## src/rtl/mem_master_pkg.sv

```systemverilog
// Shared types for the data-RAM initiator: FSM encoding, default widths
// and the command record used by callers.
package mem_master_pkg;

  localparam int WIDTH_DEF  = 16;
  localparam int ADDR_W_DEF = 16;
  localparam int LEN_W_DEF  = 8;

  typedef enum logic [1:0] {
    S_IDLE  = 2'd0,
    S_WRITE = 2'd1,
    S_READ  = 2'd2,
    S_DRAIN = 2'd3
  } state_t;

  typedef struct packed {
    logic                  write;
    logic [ADDR_W_DEF-1:0] addr;
    logic [WIDTH_DEF-1:0]  wdata;
    logic [LEN_W_DEF-1:0]  len;
  } cmd_t;

endpackage

```

## src/rtl/rd_latency_pipe.sv

```systemverilog
// Valid/last shift register matching the RAM read latency plus the
// response data register. DEPTH must be at least 2.
module rd_latency_pipe #(
  parameter int DEPTH = 2
) (
  input  logic clk,
  input  logic reset,
  input  logic push,
  input  logic push_last,
  output logic pre_last,
  output logic out_vld,
  output logic out_last
);

  logic [DEPTH:1] vld_pipe;
  logic [DEPTH:1] lst_pipe;

  always_ff @(posedge clk) begin
    if (!reset) begin
      vld_pipe <= '0;
      lst_pipe <= '0;
    end else begin
      vld_pipe[1] <= push;
      lst_pipe[1] <= push & push_last;
      for (int i = 2; i <= DEPTH; i++) begin
        vld_pipe[i] <= vld_pipe[i-1];
        lst_pipe[i] <= lst_pipe[i-1];
      end
    end
  end

  // One stage before the output: lets the FSM register done in step with rsp_last.
  assign pre_last = lst_pipe[DEPTH-1];
  assign out_vld  = vld_pipe[DEPTH];
  assign out_last = lst_pipe[DEPTH];

endmodule

```

## src/rtl/mem_master.sv

```systemverilog
// Burst read / fill-write initiator for the single-port data RAM with
// one-cycle registered read latency. All outputs are registered.
module mem_master
  import mem_master_pkg::*;
#(
  parameter int WIDTH  = WIDTH_DEF,
  parameter int ADDR_W = ADDR_W_DEF,
  parameter int LEN_W  = LEN_W_DEF
) (
  input  logic              clk,
  input  logic              reset,
  input  logic              req_valid,
  output logic              req_ready,
  input  logic              req_write,
  input  logic [ADDR_W-1:0] req_addr,
  input  logic [WIDTH-1:0]  req_wdata,
  input  logic [LEN_W-1:0]  req_len,
  output logic              rsp_valid,
  output logic [WIDTH-1:0]  rsp_data,
  output logic              rsp_last,
  output logic              done,
  output logic              mem_en,
  output logic              mem_memwrite,
  output logic              mem_memread,
  output logic [ADDR_W-1:0] mem_adr,
  output logic [WIDTH-1:0]  mem_writedata,
  input  logic [WIDTH-1:0]  mem_memdata
);

  state_t            state, state_n;
  logic [ADDR_W-1:0] nxt_adr, nxt_adr_n;
  logic [LEN_W-1:0]  cnt, cnt_n;
  logic              we_n, re_n, done_n;
  logic [ADDR_W-1:0] adr_n;
  logic [WIDTH-1:0]  wd_n;
  logic              pre_last;

  // cnt = words still to issue after the one currently on the RAM port.
  always_comb begin
    state_n   = state;
    nxt_adr_n = nxt_adr;
    cnt_n     = cnt;
    we_n      = 1'b0;
    re_n      = 1'b0;
    done_n    = 1'b0;
    adr_n     = mem_adr;
    wd_n      = mem_writedata;
    case (state)
      S_IDLE: begin
        if (req_valid && req_ready) begin
          adr_n     = req_addr;
          nxt_adr_n = req_addr + 1'b1;
          cnt_n     = req_len;
          wd_n      = req_wdata;
          if (req_write) begin
            we_n    = 1'b1;
            state_n = S_WRITE;
          end else begin
            re_n    = 1'b1;
            state_n = S_READ;
          end
        end
      end
      S_WRITE: begin
        if (cnt == '0) begin
          state_n = S_IDLE;
          done_n  = 1'b1;
        end else begin
          we_n      = 1'b1;
          adr_n     = nxt_adr;
          nxt_adr_n = nxt_adr + 1'b1;
          cnt_n     = cnt - 1'b1;
        end
      end
      S_READ: begin
        if (cnt == '0) begin
          state_n = S_DRAIN;
        end else begin
          re_n      = 1'b1;
          adr_n     = nxt_adr;
          nxt_adr_n = nxt_adr + 1'b1;
          cnt_n     = cnt - 1'b1;
        end
      end
      S_DRAIN: begin
        if (pre_last) begin
          state_n = S_IDLE;
          done_n  = 1'b1;
        end
      end
      default: state_n = S_IDLE;
    endcase
  end

  always_ff @(posedge clk) begin
    if (!reset) begin
      state         <= S_IDLE;
      nxt_adr       <= '0;
      cnt           <= '0;
      req_ready     <= 1'b0;
      done          <= 1'b0;
      mem_en        <= 1'b0;
      mem_memwrite  <= 1'b0;
      mem_memread   <= 1'b0;
      mem_adr       <= '0;
      mem_writedata <= '0;
      rsp_data      <= '0;
    end else begin
      state         <= state_n;
      nxt_adr       <= nxt_adr_n;
      cnt           <= cnt_n;
      req_ready     <= (state_n == S_IDLE);
      done          <= done_n;
      mem_en        <= we_n | re_n;
      mem_memwrite  <= we_n;
      mem_memread   <= re_n;
      mem_adr       <= adr_n;
      mem_writedata <= wd_n;
      rsp_data      <= mem_memdata;
    end
  end

  rd_latency_pipe #(.DEPTH(2)) u_pipe (
    .clk       (clk),
    .reset     (reset),
    .push      (mem_memread),
    .push_last (state == S_READ && cnt == '0),
    .pre_last  (pre_last),
    .out_vld   (rsp_valid),
    .out_last  (rsp_last)
  );

endmodule

```

## config.mk

```make
export PLATFORM = sky130hd
export DESIGN_NAME = mem_master
export DESIGN_NICKNAME = d
export VERILOG_FILES = /design/src/rtl/mem_master_pkg.sv /design/src/rtl/rd_latency_pipe.sv /design/src/rtl/mem_master.sv
export SDC_FILE = /design/constraint.sdc
export NUM_CORES = 1
export LEC_CHECK = 0
export ABC_AREA = 1
export BUFFER_PORTS_ARGS = -buffer_cell sky130_fd_sc_hd__buf_4
export CORE_UTILIZATION = 26
export DETAILED_ROUTE_END_ITERATION = 6
export GPL_TIMING_DRIVEN = 0
export SYNTH_ARGS = -nofsm -noshare
export SYNTH_HDL_FRONTEND = slang
export SYNTH_HIERARCHICAL = 1
export SYNTH_SLANG_ARGS = --single-unit
```

## constraint.sdc

```tcl
create_clock -name clk -period 2.2 [get_ports clk]
set_input_delay 0.55 -clock clk [delete_from_list [all_inputs] [get_ports clk]]
set_output_delay 0.55 -clock clk [all_outputs]
set_load 0.02 [all_outputs]
```

Word level (Yosys, flattened, before mapping)
Cells that the tools add are included.
W data, S select, Z words.
Word-level totals
  bits in registers: 83
  output and inout port bits: 55
Operators by class
  reductions and logical operators: 9
  muxes and demuxes: 25
  equality and inequality tests: 5
  add/sub/neg operators: 3
  bitwise operators: 2
Operator list (count)
  $mux W16: 4
  $pmux W16 S2: 2
  $add A16 B1 Y16 const B: 2
  $mux W8: 2
  $pmux W8 S2: 1
  $mux W2: 5
  $logic_not A8 Y1: 1
  $pmux W2 S4: 1
  $sub A8 B1 Y8 const B: 1
  $mux W1: 7
  $pmux W1 S2: 3
  $eq A2 B2 Y1 const B: 2
  $logic_not A2 Y1: 2
  $ne A2 B2 Y1 const B: 2
  $reduce_and A3 Y1: 1
  $eq A2 B1 Y1 const B: 1
  $logic_and A1 B1 Y1: 2
  $reduce_and A2 Y1: 1
  $reduce_bool A2 Y1: 1
  $reduce_or A2 Y1: 1
  $and A1 B1 Y1: 1
  $or A1 B1 Y1: 1

Longest topological paths before layout
Gate-level depths: netlist (run 1).
  depth after elaboration: 4
  mapped depth: 14

Hierarchy
The synthesis (run 1) kept the hierarchy.
By module, submodules not included
  mem_master: area an instance 3689.8 um2, cells each 532, times used 1
  rd_latency_pipe: area an instance 112.6 um2, cells each 12, times used 1

Worst setup path before layout (run 1)
Ideal clock, no wire load.
  path type: register to register
  start point: reg state[0]
  end point: reg nxt_adr[14]
  data arrival time: 1.819 ns
  path slack: 0.267 ns
  buffers on the path: 1
  library setup time: 0.113 ns
  cell stages (with the launch flop): 13
  period minus slack after synthesis: 1.933 ns
  cell sequence: dfxtp_1 inv_1 ha_1 buf_6 inv_4 nand2_1 nand2_2 ha_1 nand3_2 nor2_4 nand3_1 o21ai_1 nor2_1
Between the ends
  cells in the longest elaborated chain, start to end: 4
  elaborated cells between the ends (all ways): 9
  classes of those cells: eq/ne (4); mux (1); reduce/logical (4)
Ends and longest elaborated chain
  start, declared: line mem_master.sv:30  | state_t state, state_n;
  start signal, assigned: line mem_master.sv:109  | state <= state_n;
  $eq A2 B2 Y1 or $eq A2 B1 Y1 (tied branches): line mem_master.sv:48  | case (state)
  $reduce_or A2 Y1 (no source line)
  $ne A2 B2 Y1 (no source line) or $reduce_bool A2 Y1 (tied branches)
  $reduce_and A3 Y1 (no source line)
  end signal, assigned: line mem_master.sv:110  | nxt_adr <= nxt_adr_n;
  end, declared: line mem_master.sv:31  | logic [ADDR_W-1:0] nxt_adr, nxt_adr_n;
Several ways; a longest one is shown, not always the timed one.
A chain may end at the register's enable or synchronous reset.

Final worst setup path (run 1)
  start point: reg state[0]
  end point: reg nxt_adr[11]
The elaborated chain is that of the path after synthesis.

==> results of run 1 <==
[cell usage after synthesis, drive strengths merged (4+ instances only)]
cell type    n
ha           6
nor2        74
clkbuf      11
dfxtp       83
o21ai       35
nand3       36
buf         14
a21oi       55
xor2         4
inv         64
nand2      155
[state kept, by name, indices dropped and copies added, names as in the netlist]
name             flops
u_pipe/vld_pipe      2
mem_writedata       16
mem_adr             16
u_pipe/lst_pipe      2
req_ready            1
state                2
mem_memread          1
done                 1
nxt_adr             16
mem_en               1
cnt                  8
rsp_data            16
mem_memwrite         1
[worst max-delay path: stages (launching register included)]
cell	delay, ns
dfxtp_4	0.37
inv_1	0.07
ha_1	0.32
buf_6	0.17
inv_4	0.09
buf_6	0.15
nand2_1	0.07
nand2_2	0.11
nand2_1	0.10
nor2_1	0.17
nand2_1	0.08
nor2_2	0.10
nand2_1	0.06
nand2_1	0.05
nor2_1	0.04
[final cells by class]
type | count | share of cell area, %
plain buffers | 25 | 2.821
clock buffers | 12 | 4.860
repair buffers | 114 | 16.22
well taps | 180 | 4.267
clock inverters | 4 | 1.375
inverters | 65 | 4.670
multi-input cells | 371 | 34.21
flip-flops and latches | 83 | 31.58
[through the flow]
step / hold slack (ns) / setup slack, ns / instance area, µm² / util, % / instances
6_report: 0.3830 / 0.1391 / 5278 / 37.44 / 854
5_1_grt: 0.3683 / -0.02390 / 5278 / 37.44 / 854
4_1_cts: 0.3652 / 0.02349 / 5219 / 37.02 / 854
3_5_place_dp: 0.4039 / -0.06500 / 4883 / 34.64 / 838
3_3_place_gp: 0.3955 / -0.05849 / 4883 / 34.64 / 838
2_1_floorplan: 0.3900 / 0.2675 / 3802 / - / 544
[what timing repair did]
action / CTS / global route
endpoints found under the setup margin: 3 / 11
setup buffers: 0 / 0
cloned: 0 / 0
pin swaps: 0 / 2
resized for setup: 2 / 13
[routing by layer]
metal	wire, µm	track usage [%]	vias up
met5	0	0	-
met4	140	3.811	0
met3	706	5.443	13
met2	4690	22.61	94
met1	4695	16.97	1628
li1	-	-	1949
[cells by family (layout without fill, tap and decap cells)]
| logic type | Yosys count | after routing |
|---|---|---|
| DFF | 83 | 83 |
| and+or+nand+nor | 268 | 268 |
| adders and majority gates | 6 | 6 |
| xor gates and xnor gates | 5 | 5 |
| buffers and inverters | 90 | 220 |
| AOI/OAI and AO/OA | 92 | 92 |
[where the power goes]
group	internal [mW]	switching [mW]
logic	0.462	0.730
registers	1.67	0.0839
clock network	1.05	0.604
total	3.18	1.42
[worst paths after layout]
| kind | slack (ns) | from | to |
|---|---|---|---|
| max | 0.14 | state[0]$_SDFF_PN0_ | nxt_adr[11]$_SDFFE_PN0P_ |
| max reg2reg | 0.14 | state[0]$_SDFF_PN0_ | nxt_adr[11]$_SDFFE_PN0P_ |
| min reg2reg | 0.41 | u_pipe/vld_pipe[1]$_SDFF_PN0_ | u_pipe/vld_pipe[2]$_SDFF_PN0_ |
| min | 0.38 | mem_memdata[2] | rsp_data[2]$_SDFF_PN0_ |
==> results by group, run 1 <==
Placed design
  • Gpl congestion: 0.7957
  • Post-DP HPWL: 7681 µm
  • Buffers on Ports: 114

Worst setup path
  • Worst Setup End Kind: register
  • CP Max Fanout: 10
  • Crit path kind: register to register
  • Worst r2r path cells: 14
  • CP Data Required Time: 2.44 ns
  • CP arrival: 2.30 ns
  • CP Launch Type: register

Synthesis
  • Synth Area in Adders: slightly below 2%
  • Top-area cell type share of the netlist area: 43.70%
  • Synth Register Bits: 83
  • Synth warn: 6
  • Cells after Synth: between 500 and 600
  • Yosys cell types: 32
  • Mux share of post-synthesis cell area: 0%
  • Main flop type after synthesis: dfxtp_1
  • Sequential fraction of the synthesis area: 43.70%
  • Largest cells by area after synthesis: dfxtp_1 (44%), nand2_1 (14%), a21oi_1 (7.2%)
  • Synth Area in Compound Gates: 12.80%
  • Post-synth EDFFs: 0
  • Main combinational cell family by area after synthesis: simple AND/OR/NAND/NOR gates
  • Simple-Gate Fraction of Synth Area: 29.98%
  • Async SR Flop Fraction: 0%
  • Mean post-synth cell area: approximately 7.0 µm²
  • Mapped Nets: 610
  • Xor/xnor share of the synthesized area: 1.152%
  • Largest area contributor in the netlist: dfxtp_1
  • Synthesized area: 3802 µm²

Clock network
  • Clock Pin Slew Worst Setup and Hold Paths: around 0.060 ns
  • Root buffer cell: clkbuf_16
  • Num CTS Buffers: 9
  • # hold bufs at CTS: 0
  • Worst-skew pair later-pin latency: between 0.3 and 0.4 ns
  • Clk buf depth: 2
  • CTS tree: done
  • CTS sink count: between 80 and 90
  • H-tree levels: 3

Global routing
  • Vias in the first global route: about 3,300
  • Gr usage total: approximately 14%
  • Initial antenna violation count: 0
  • GRT Residual Overflow: 0
  • Largest net degree at the start of global routing: 14
  • First-pass GRT wire length: 15,820 µm

Run
  • Max Cap Violations: 0

Cells and area
  • Most frequent cells in the layout: nand2_1 (141), buf_4 (115), dfxtp_1 (81)
  • FILL cells: 1,528
  • Fraction of layout cells with a size suffix above 1: between 20 and 30%
  • FF+latch area: 1667 µm²
  • Nets: about 740
  • Area Growth Syn to Fin: 38.80%
  • Most common cell after layout, fill and taps aside: nand2_1
  • Multi-input gate area: approximately 1800 µm²
  • Ant. Diodes: 0

Floorplanning
  • # IOs: 115
  • Core area: 14,100 µm²
  • Die ar.: 15,110 µm²
  • Rows: between 40 and 50
  • Die Y-Extent: between 100 and 150 µm
  • Initial Util: between 20 and 30%
  • Die Wd: 122.9 µm

Detailed routing
  • Via count of the routed design: between 3,000 and 4,000
  • Vias per Instance: 4.314
  • DRT Pass-1 Iters: 4
  • Starting DRC count in detailed routing: 137
  • Final wirelength: 10,230 µm
  • DRC Markers: 0
  • Routed len/inst: 11.98 µm
  • Antenna-violating nets left: 0

Min path
  • Min-delay worst type: primary input to register
  • Hold depth: 3

Power and ir drop
  • Power per Cell Area: between 800 and 900 nW/µm²
  • Leak pwr: about 2.5 nW
  • Worst VDD drop: 0.5589 mV
  • Power Total: 4.602 mW

Timing
  • Unrepaired setup endpoints after global routing: true
  • Setup violators final: 0
  • Clock skew: 0.007611 ns
  • Final Cycle Share: 93.68%
  • Relative slew slack: 57.21%
  • Setup TNS: 0 ns
  • Slew Limit Fails: 0
  • Final min period: ~2 ns
  • Final hold violations: 0
  • Fmax: ~490 MHz
  • Tightest Pin Transition: ~0.64 ns

Run status
  • Status: complete, no violations
No activity file was read; power rests on OpenSTA's default activity.
==> inputs of run 2 (changes only) <==
--- a/config.mk
+++ b/config.mk
@@ -7,6 +7,7 @@
 export LEC_CHECK = 0
 export ABC_AREA = 1
 export BUFFER_PORTS_ARGS = -buffer_cell sky130_fd_sc_hd__buf_4
+export CORE_ASPECT_RATIO = 0.8
 export CORE_UTILIZATION = 26
 export DETAILED_ROUTE_END_ITERATION = 6
 export GPL_TIMING_DRIVEN = 0
==> constraint.sdc (replaced) <==
create_clock -name clk -period 2.25 [get_ports clk]
set_input_delay 0.5625 -clock clk [delete_from_list [all_inputs] [get_ports clk]]
set_output_delay 0.5625 -clock clk [all_outputs]
set_load 0.02 [all_outputs]
==> run 2 against run 1 <==
  * Clock skew barely moved
  * Worst hold slack improved by 0.017 ns
  * Global-route usage rose by 0.41 points
  * Combinational power barely moved
  * Critical path type unchanged
==> results by group, run 2 (same netlist as run 1, synthesis figures left out) <==
Run status
  • Status: complete, no violations

Power and ir drop
  • Internal power: 2.887 mW (-9.3%)
  • Leak pwr: 2.498 nW (-0.94%)
  • Power per Cell Area: 818.7 nW/µm² (-6.1%)
  • Register share of total power: 40.2% (+2.2 points)
  • Clock network power share: 32.4% (-3.6 points)
  • Worst VDD drop: 0.4332 mV (-22%)
  • Power Total: 4.262 mW (-7.4%)
  • Combinational cell fraction of total power: 27.3% (+1.4 points)
  • Switching power share of the total: 32.25% (+1.4 points)
  • P_sw: 1.374 mW (-3.1%)

Global routing
  • Vias in the first global route: 3,185 (-3.9%)
  • Gr usage total: 14.31% (+0.41 points)
  • Initial antenna violation count: 0 (unchanged)
  • GRT Residual Overflow: 0 (unchanged)
  • First-pass GRT wire length: 16,240 µm (+2.7%)
  • Largest net degree at the start of global routing: 13 (-1)

Floorplanning
  • Die Y-Extent: 110.2 µm (-10%)
  • Initial Util: 26.59% (-0.38 points)
  • Die Wd: 137.2 µm (+12%)
  • Die ar.: 15,120 µm² (about the same)
  • Core area: 14,300 µm² (+1.4%)
  • # IOs: 115 (unchanged)
  • Rows: 39 (-9.3%)

Clock network
  • Clock Pin Slew Worst Setup and Hold Paths: 0.06 ns (about the same)
  • Worst-skew pair later-pin latency: 0.34 ns (about the same)
  • Num CTS Buffers: 9 (unchanged)
  • CTS sink count: 83 (unchanged)
  • Setup Buffers After CTS: 0 (unchanged)
  • CTS tree: done
  • Clk buf depth: 2 (unchanged)
  • H-tree levels: 3 (unchanged)
  • Root buffer cell: clkbuf_16

Worst setup path
  • CP Data Required Time: 2.49 ns (+0.05 ns)
  • CP Max Fanout: 10 (unchanged)
  • Reg2Reg Setup Slack: 0.20 ns (+0.06 ns)
  • CP Launch Type: register
  • Worst Setup End Kind: register
  • Crit path kind: register to register
  • CP arrival: 2.29 ns (about the same)

Cells and area
  • FILL cells: 1,519 (-0.59%)
  • Area Growth Syn to Fin: 36.89%
  • Layout Cells excl Fill: 858 (+0.47%)
  • Most frequent cells in the layout: nand2_1 (141), buf_4 (115), dfxtp_1 (81)
  • Fraction of layout cells with a size suffix above 1: 27.00% (-0.59 points)
  • Ant. Diodes: 0 (unchanged)
  • Nets: 735 (unchanged)
  • Most common cell after layout, fill and taps aside: nand2_1

Timing
  • Tightest Pin Transition: 0.6463 ns (+0.004459 ns)
  • Final Cycle Share: 90.94% (-2.7 points)
  • Fmax: 488.7 MHz (+0.72%)
  • Final min period: 2.046 ns (-0.01476 ns)
  • Relative slew slack: 56.91% (-0.30 points)
  • Setup violators final: 0 (unchanged)
  • Unrepaired setup endpoints after global routing: false
  • Clock skew: 0.007753 ns (+0.0001421 ns)
  • Setup ws final: 0.2038 ns (+0.06476 ns)
  • Slew Limit Fails: 0 (unchanged)
  • Setup TNS: 0 ns (unchanged)
  • Final hold violations: 0 (unchanged)

Placed design
  • Placed cell count: 842 (+0.48%)
  • Pre-CTS setup slack: -0.09392 ns (-0.02892 ns)
  • Buffers on Ports: 114 (unchanged)
  • Post-DP HPWL: 7789 µm (+1.4%)
  • Gpl congestion: 0.8235 (+3.5%)

Detailed routing
  • Antenna-violating nets left: 0 (unchanged)
  • Final wirelength: 10,480 µm (+2.5%)
  • Routed len/inst: 12.22 µm (+2.0%)
  • DRC Markers: 0 (unchanged)
  • DRT Pass-1 Iters: 4 (unchanged)
  • Starting DRC count in detailed routing: 179 (+31%)
  • Via count of the routed design: 3,655 (-0.79%)
  • Vias per Instance: 4.260 (-1.2%)

Run
  • Max Cap Violations: 0 (unchanged)

Min path
  • Min-delay worst type: primary input to register
run 2: final timing paths:
check                                              startpoint                             to  cells past startpoint
worst max-delay path                      state[0]$_SDFF_PN0_       nxt_adr[14]$_SDFFE_PN0P_                     12
worst min-delay path                           mem_memdata[3]         rsp_data[3]$_SDFF_PN0_                      3
worst max register to register            state[0]$_SDFF_PN0_       nxt_adr[14]$_SDFFE_PN0P_                     12
worst min register to register  u_pipe/vld_pipe[1]$_SDFF_PN0_  u_pipe/vld_pipe[2]$_SDFF_PN0_                      2
run 2: layer usage:
layer	vias to the layer above	share of wire (%)	global-route usage [%]	routed length [µm]
li1	1956	-	-	-
met1	1584	50	19.67	5231
met2	106	40	20.20	4242
met3	9	8.3	5.533	872
met4	0	1.3	4.710	138
met5	-	0	0	0
run 2: critical path: stages, from the launching register on:
cell and delay, ns:
dfxtp_4 0.37, inv_1 0.07, ha_1 0.32, buf_6 0.17
inv_4 0.09, nand2_1 0.06, nand2_2 0.12, ha_4 0.17
nand3_4 0.12, nor2_4 0.16, nand3_1 0.11, o21ai_1 0.13
nor2_1 0.04
run 2: power groups by stage:
stage               registers, mW  logic (mW)  clock network, mW
CTS                          1.72        1.16               1.42
floorplan                    1.83       0.662                  0
global placement             1.74        1.15                  0
global route                 1.74        1.31               1.48
detailed placement           1.75        1.15                  0
finish                       1.72        1.17               1.38
run 2: per-stage QoR:
step	instance area, µm²	hold slack, ns	utilization [%]
floorplan	3802	0.3900	-
global placement	4888	0.3956	34.19
detailed placement	4888	0.3947	34.19
CTS	5167	0.3883	36.14
global route	5205	0.3972	36.41
finish	5205	0.4000	36.41
run 2: area by class of cell:
| cell class | instances | area (µm²) | area share (%) |
|---|---|---|---|
| multi-input combinational | 371 | 1783 | 34.25 |
| sequential | 83 | 1667 | 32.02 |
| timing repair buffer | 114 | 855.8 | 16.44 |
| clock buffer | 14 | 264.0 | 5.072 |
| inverter | 65 | 246.5 | 4.736 |
| tap | 184 | 230.2 | 4.423 |
| buffer | 25 | 148.9 | 2.861 |
| clock inverter | 2 | 10.01 | 0.1923 |
run 2: repair_timing:
action	in CTS	in global routing
setup endpoints to repair	1	9
pin swaps	0	2
hold endpoints to repair	0	0
resized for setup	1	10
hold buffers	0	0
